$ cat config.mk
export PLATFORM = sky130hd
export DESIGN_NAME = data_bus_ctrl
export DESIGN_NICKNAME = d
export VERILOG_FILES = /design/src/rtl/cpu_pkg.sv /design/src/rtl/data_bus_ctrl.sv
export SDC_FILE = /design/constraint.sdc
export NUM_CORES = 1
export LEC_CHECK = 0
export ABC_AREA = 1
export BUFFER_PORTS_ARGS = -buffer_cell sky130_fd_sc_hd__buf_2
export CAP_MARGIN = 15
export CORE_MARGIN = 2
export CORE_UTILIZATION = 45
export DETAILED_ROUTE_END_ITERATION = 7
export PLACE_DENSITY = 0.8
export SLEW_MARGIN = 20
export SYNTH_ARGS = -nofsm -noshare
export SYNTH_HDL_FRONTEND = slang
export SYNTH_SLANG_ARGS = --single-unit
$ cat constraint.sdc
create_clock -name clk -period 4.6 [get_ports clk]
set_input_delay 0.92 -clock clk [delete_from_list [all_inputs] [get_ports clk]]
set_output_delay 0.92 -clock clk [all_outputs]
set_load 0.05 [all_outputs]
$ cat src/rtl/cpu_pkg.sv
// Shared CPU definitions for the data-memory access path.
// Contents:
//   bus_state_e       - state encoding of the data-bus access sequencer
//   SZ_B, SZ_H, SZ_W  - access size codes carried on mem_size / data_size
package cpu_pkg;

  typedef enum logic [2:0] {
    IDLE   = 3'd0,
    ADDR   = 3'd1,
    DATA   = 3'd2,
    RESP   = 3'd3,
    CANCEL = 3'd4
  } bus_state_e;

  localparam logic [1:0] SZ_B = 2'd0;
  localparam logic [1:0] SZ_H = 2'd1;
  localparam logic [1:0] SZ_W = 2'd2;

endpackage

$ cat src/rtl/data_bus_ctrl.sv
// MEM-stage data-memory access sequencer for the SRAM-like data bus.
// It captures a load/store from the MEM stage and runs the req / addr_ok /
// data_ok handshake. It holds the returned read data until MEM/WB takes it,
// stalls the upstream segments while an access is in flight, and cancels
// flushed accesses without withdrawing a bus request.
// Ports:
//   clk, reset        - pipeline clock, asynchronous active-high reset
//   mem_valid/ren/wen - MEM-stage instruction valid, load, store
//   mem_size/addr/wdata - access size, byte address, lane-aligned store data
//   ex_flush          - exception/eret flush of MEM and older stages
//   wb_allowin        - MEM/WB segment can accept this cycle
//   mem_stall         - freeze IF..EX/MEM (combinational)
//   mem_done          - access complete, MEM/WB captures (combinational)
//   mem_rdata         - registered read data, valid with mem_done
//   data_req/wr/size/addr/wdata - registered bus request
//   data_addr_ok, data_data_ok, data_rdata - bus handshakes and read data
module data_bus_ctrl
  import cpu_pkg::*;
#(
  parameter int ADDR_W = 32,
  parameter int DATA_W = 32
) (
  input  logic              clk,
  input  logic              reset,
  input  logic              mem_valid,
  input  logic              mem_ren,
  input  logic              mem_wen,
  input  logic [1:0]        mem_size,
  input  logic [ADDR_W-1:0] mem_addr,
  input  logic [DATA_W-1:0] mem_wdata,
  input  logic              ex_flush,
  input  logic              wb_allowin,
  output logic              mem_stall,
  output logic              mem_done,
  output logic [DATA_W-1:0] mem_rdata,
  output logic              data_req,
  output logic              data_wr,
  output logic [1:0]        data_size,
  output logic [ADDR_W-1:0] data_addr,
  output logic [DATA_W-1:0] data_wdata,
  input  logic              data_addr_ok,
  input  logic              data_data_ok,
  input  logic [DATA_W-1:0] data_rdata
);

  bus_state_e        state_q, state_d;
  logic              cancel_pend_q, cancel_pend_d;
  logic              data_req_q, data_req_d;
  logic              data_wr_q, data_wr_d;
  logic [1:0]        data_size_q, data_size_d;
  logic [ADDR_W-1:0] data_addr_q, data_addr_d;
  logic [DATA_W-1:0] data_wdata_q, data_wdata_d;
  logic [DATA_W-1:0] mem_rdata_q, mem_rdata_d;
  logic              mem_access;
  logic              start;

  assign mem_access = mem_valid & (mem_ren | mem_wen);
  assign start      = mem_access & ~ex_flush;

  // State and bus-request registers; reset may arrive mid-access and simply
  // drops everything, including any request currently on the bus.
  always_ff @(posedge clk or posedge reset) begin
    if (reset) begin
      state_q       <= IDLE;
      cancel_pend_q <= 1'b0;
      data_req_q    <= 1'b0;
      data_wr_q     <= 1'b0;
      data_size_q   <= '0;
      data_addr_q   <= '0;
      data_wdata_q  <= '0;
      mem_rdata_q   <= '0;
    end else begin
      state_q       <= state_d;
      cancel_pend_q <= cancel_pend_d;
      data_req_q    <= data_req_d;
      data_wr_q     <= data_wr_d;
      data_size_q   <= data_size_d;
      data_addr_q   <= data_addr_d;
      data_wdata_q  <= data_wdata_d;
      mem_rdata_q   <= mem_rdata_d;
    end
  end

  // Next-state and output decode. A flush can never pull back a request that
  // has not yet seen addr_ok, so it is remembered in cancel_pend and acted on
  // when the address phase completes; after that the outstanding data_ok is
  // swallowed in CANCEL. data_ok seen in any other state is ignored.
  always_comb begin
    state_d       = state_q;
    cancel_pend_d = cancel_pend_q;
    data_req_d    = data_req_q;
    data_wr_d     = data_wr_q;
    data_size_d   = data_size_q;
    data_addr_d   = data_addr_q;
    data_wdata_d  = data_wdata_q;
    mem_rdata_d   = mem_rdata_q;
    mem_done      = 1'b0;
    mem_stall     = 1'b0;

    case (state_q)
      IDLE: begin
        mem_stall = start;
        if (start) begin
          data_req_d   = 1'b1;
          data_wr_d    = mem_wen;
          data_size_d  = mem_size;
          data_addr_d  = mem_addr;
          data_wdata_d = mem_wdata;
          state_d      = ADDR;
        end
      end
      ADDR: begin
        mem_stall = 1'b1;
        if (data_addr_ok) begin
          data_req_d = 1'b0;
          state_d    = (ex_flush | cancel_pend_q) ? CANCEL : DATA;
        end else if (ex_flush) begin
          cancel_pend_d = 1'b1;
        end
      end
      DATA: begin
        mem_stall = 1'b1;
        if (data_data_ok) begin
          if (ex_flush) begin
            state_d = IDLE;
          end else begin
            mem_rdata_d = data_rdata;
            state_d     = RESP;
          end
        end else if (ex_flush) begin
          state_d = CANCEL;
        end
      end
      RESP: begin
        mem_done  = ~ex_flush;
        mem_stall = ~wb_allowin;
        if (ex_flush || wb_allowin) begin
          state_d = IDLE;
        end
      end
      CANCEL: begin
        mem_stall = mem_access;
        if (data_data_ok) begin
          state_d = IDLE;
        end
      end
      default: begin
        state_d    = IDLE;
        data_req_d = 1'b0;
      end
    endcase

    if (state_d == IDLE || state_d == CANCEL) begin
      cancel_pend_d = 1'b0;
    end
  end

  assign mem_rdata  = mem_rdata_q;
  assign data_req   = data_req_q;
  assign data_wr    = data_wr_q;
  assign data_size  = data_size_q;
  assign data_addr  = data_addr_q;
  assign data_wdata = data_wdata_q;

endmodule

-- Word level (Yosys, flattened, before mapping)
Cells that the tools add are included.
- muxes and demuxes: 18
- bitwise operators: 7
- reductions and logical operators: 12
- equal/unequal tests: 8
- operators by type and width (cell ; number):
    $mux W3 ; 7
    $pmux W3 S5 ; 1
    $reduce_and A3 Y1 ; 3
    $mux W1 ; 7
    $eq A3 B2 Y1 const B ; 2
    $eq A3 B3 Y1 const B ; 2
    $logic_not A3 Y1 ; 2
    $ne A2 B2 Y1 const B ; 2
    $pmux W1 S4 ; 1
    $reduce_bool A2 Y1 ; 2
    $eq A3 B1 Y1 const B ; 1
    $not A1 Y1 ; 3
    $pmux W1 S3 ; 1
    $reduce_or A3 Y1 ; 1
    $and A1 B1 Y1 ; 2
    $logic_or A1 B1 Y1 ; 2
    $mux W2 ; 1
    $ne A2 B1 Y1 const B ; 1
    $or A1 B1 Y1 ; 2
    $reduce_and A2 Y1 ; 1
    $reduce_or A2 Y1 ; 1
- output and inout port bits: 102
- bits in registers: 104
- word-level logic and storage cells: 53
- input port bits: 107

-- Logic depth before layout (Yosys ltp)
- depth after elaboration: 9
- depth in mapped cells: 9
- mapped depth without buffers: 8

-- Worst setup path after synthesis
OpenSTA, ideal clock, no wires.
- path kind: input to output
- start: input port mem_wen
- end: output port mem_stall
- stages on the path: 7
- buffers on the path: 1
- path slack: 1.750 ns
- required time: 3.680 ns
- data arrival time: 1.930 ns
- cells stage by stage: inv_1 -> nand2_1 -> nand3_1 -> nor2_4 -> inv_2 -> buf_2 -> nand4_1
- cells in the longest elaborated chain, start to end: 4
- ends and longest elaborated chain (what ; RTL line ; RTL):
    start, declared ; data_bus_ctrl.sv:27 ; input logic mem_wen,
    $or A1 B1 Y1 * ; data_bus_ctrl.sv:57 ; assign mem_access = mem_valid & (mem_ren | mem_wen);
    $and A1 B1 Y1 * ; data_bus_ctrl.sv:57 ;
    $and A1 B1 Y1 ; data_bus_ctrl.sv:58 ; assign start = mem_access & ~ex_flush;
    $pmux W1 S4 * ; data_bus_ctrl.sv:100 ; case (state_q)
    end, declared ; data_bus_ctrl.sv:33 ; output logic mem_stall,
Mark *: on every way between the ends. The rest lies on a longest branch, timed or not.

-- Worst setup path after layout
- start: input port ex_flush
- end: output port mem_stall
- cells in the longest elaborated chain, start to end: 3
- ends and longest elaborated chain (what ; RTL line ; RTL):
    start, declared ; data_bus_ctrl.sv:31 ; input logic ex_flush,
    $not A1 Y1 (no source line) ; - ;
    $and A1 B1 Y1 ; data_bus_ctrl.sv:58 ;
    $pmux W1 S4 ; data_bus_ctrl.sv:100 ;
Every way passes these cells.

==> out/metrics.csv <==
stage;metric;value;unit
run_status;outcome;completed;
logic_synthesis;syn_area;0.00412;sq mm
logic_synthesis;synthArstFlopShare;1.00;
clocking;root_buffer;clkbuf_8;
floorplan;ios;209;
cells_and_area;diodes;0;
global_route;antenna_found_initial;0;
logic_synthesis;synth_edf_count;0;
logic_synthesis;ys_seq_elements;104;
hold_path;min_path_type;reg -> reg;
critical_path;cp_data_required_time;3680;ps
critical_path;cp.arrival;1740;ps
place;gp_congestion;0.864;
cells_and_area;post-route-util;0.615;
critical_path;start_kind;input port;
floorplan;core;0.00881;sq mm
timing;setup_tns;0;ps
critical_path;cp_max_fo;5;
clocking;cts_buffers;9;
logic_synthesis;syn_nets;579;
cells_and_area;multi_input_area;0.00131;sq mm
global_route;grt_max_degree;81;
power_and_ir_drop;power_density;898;mW/mm^2
clocking;cts_setup_buffers;0;
detailed_routing;drt-vias-per-instance;4.71;
cells_and_area;synthToLayoutAreaGrowth;31.6;%
timing;tightest_slew;954;ps
detailed_routing;drt-wirelength-per-cell;12.7;um
global_route;grt_pass1_wl;16700;um
detailed_routing;route.detailed.drc;0;
logic_synthesis;yosys_warnings;0;
clocking;cts_sinks;104;
clocking;cts_tree;done;
cells_and_area;ff_latch_area;0.00260;sq mm
cells_and_area;layout.nets;782;
clocking;cts.reportedPaths.clkPinSlew;80;ps
clocking;cts_buffer_depth;2;
logic_synthesis;post_synth_num_cell_types;19;
place;io_buffer_count;208;
clocking;clk_latency;350;ps
logic_synthesis;yosys_most_used_dff;dfrtp_1;
floorplan;fp-row-count;34;
floorplan;initial_core_util;0.467;
detailed_routing;wl;10000;um
timing;hold_viol_final;0;
detailed_routing;detail-route-antenna-nets;0;
cells_and_area;drive_gt1_frac;0.351;
power_and_ir_drop;p_leak;0.00330;uW
cells_and_area;nFillCells;778;
logic_synthesis;ys_seq_area_frac;0.632;
detailed_routing;firstDrtPassIters;4;
power_and_ir_drop;power;4860;uW
global_route;grt-ovfl-total;0;
power_and_ir_drop;vdd_drop_max;0.527;mV
flow_run;max_cap_viol_count;0;
global_route;grtUsageTotal;0.210;
timing;finalSetupViolCount;0;
timing;fmax;0.376;GHz
logic_synthesis;yosysMostFrequentCell;nand2_1;
critical_path;endpoint_kind;output port;
floorplan;fp.dieW;99.6;um
clocking;cts_resized;0;
floorplan;die-area;0.00993;sq mm
logic_synthesis;yosys-top-cells-count;nand2_1, dfrtp_1, nor2_1;
timing;fin_crit_sh;0.578;
timing;drv_slew;0;
logic_synthesis;yosysTopAreaCellShare;0.632;
global_route;first_global_vias;3733;
logic_synthesis;synth_area_leaders;dfrtp_1, nand2_1, buf_6;
detailed_routing;drtIter0Drc;106;
floorplan;fp.dieH;99.6;um
clocking;cts_hold_buf;0;
place;dp_hpwl;7220;um
logic_synthesis;yosys.area.top_type;dfrtp_1;
critical_path;crit_type;in -> out;
clocking;htreeDepth;3;
detailed_routing;vias;3699;
logic_synthesis;syn_inst;472;
timing;maxSlewHeadroom;0.364;
timing;skew;11.2;ps
logic_synthesis;postSynthAreaPerCell;8.72;sq um
timing;rsz0062_at_grt;false;
timing;min_period;2660;ps
[layout by cell type (no fill, tap or decap), types with 2 or more instances in the layout]
| cell | instances |
|---|---|
| inv_1 | 6 |
| nand2_1 | 305 |
| buf_4 | 4 |
| nand3_1 | 6 |
| inv_2 | 6 |
| nor2_4 | 3 |
| buf_2 | 208 |
| dfrtp_1 | 104 |
| clkbuf_8 | 11 |
| nor2_1 | 11 |
| bufinv_16 | 3 |
| o21ai_0 | 2 |
[critical path: stages]
cell and delay [ps]:
buf_2 130, inv_2 80, nand3_1 130, nor2_4 130, inv_2 40, nand4_1 50
buf_2 260
[area by class of cell]
class                   instances  area share
multi-input cells             335       0.242
flip-flops and latches        104       0.481
repair buffers                212       0.198
clock buffers                  11      0.0280
well taps                     108      0.0250
inverters                      13     0.00948
clock inverters                 3      0.0166
[through the flow]
step / worst slack (ps) / instances / area (sq um) / hold WS [ps]
3_3_place_gp: 1970 / 772 / 5170 / 448
4_1_cts: 1940 / 786 / 5410 / 475
6_report: 1940 / 786 / 5410 / 471
2_1_floorplan: 948 / 472 / 4120 / 527
5_1_grt: 1840 / 786 / 5410 / 490
3_5_place_dp: 1930 / 772 / 5170 / 453
[routing by layer]
metal	wire length, um	GRT usage
met2	4810	0.360
met1	4150	0.250
met3	872	0.0632
met5	0	0
met4	167	0.0801
[where the power goes]
group	internal (uW)	switching [uW]
logic	532	2090
registers	1340	235
clock network	386	285
total	2260	2610
[kinds of logic (layout without fill, tap and decap cells)]
family | after synthesis | in the layout | share of synthesized area
DFF | 104 | 104 | 0.632
buffers and inverters | 33 | 239 | 0.0486
AOI/OAI and AO/OA | 6 | 6 | 0.00851
and+or+nand+nor | 329 | 329 | 0.310
[sequential cells by signal, indices dropped and copies added, names as in the netlist]
register,cells
state_q,3
data_wr,1
data_addr,32
data_req,1
data_size,2
data_wdata,32
cancel_pend_q,1
mem_rdata,32
[path summary, 6_finish.rpt]
| path | slack (ps) | to | startpoint | cells after the start |
|---|---|---|---|---|
| worst max-delay path | 1940 | mem_stall | ex_flush | 7 |
| worst min-delay path | 470 | mem_rdata[12] | mem_rdata[12] | 2 |
| worst max register to register | 2820 | cancel_pend_q | state_q[1] | 8 |
| worst min register to register | 470 | mem_rdata[12] | mem_rdata[12] | 2 |
| max in group asynchronous | 2920 | data_size[1] | reset | 3 |
| min in group asynchronous | 790 | mem_rdata[22] | reset | 2 |
Power figures use the tool's default switching activity.
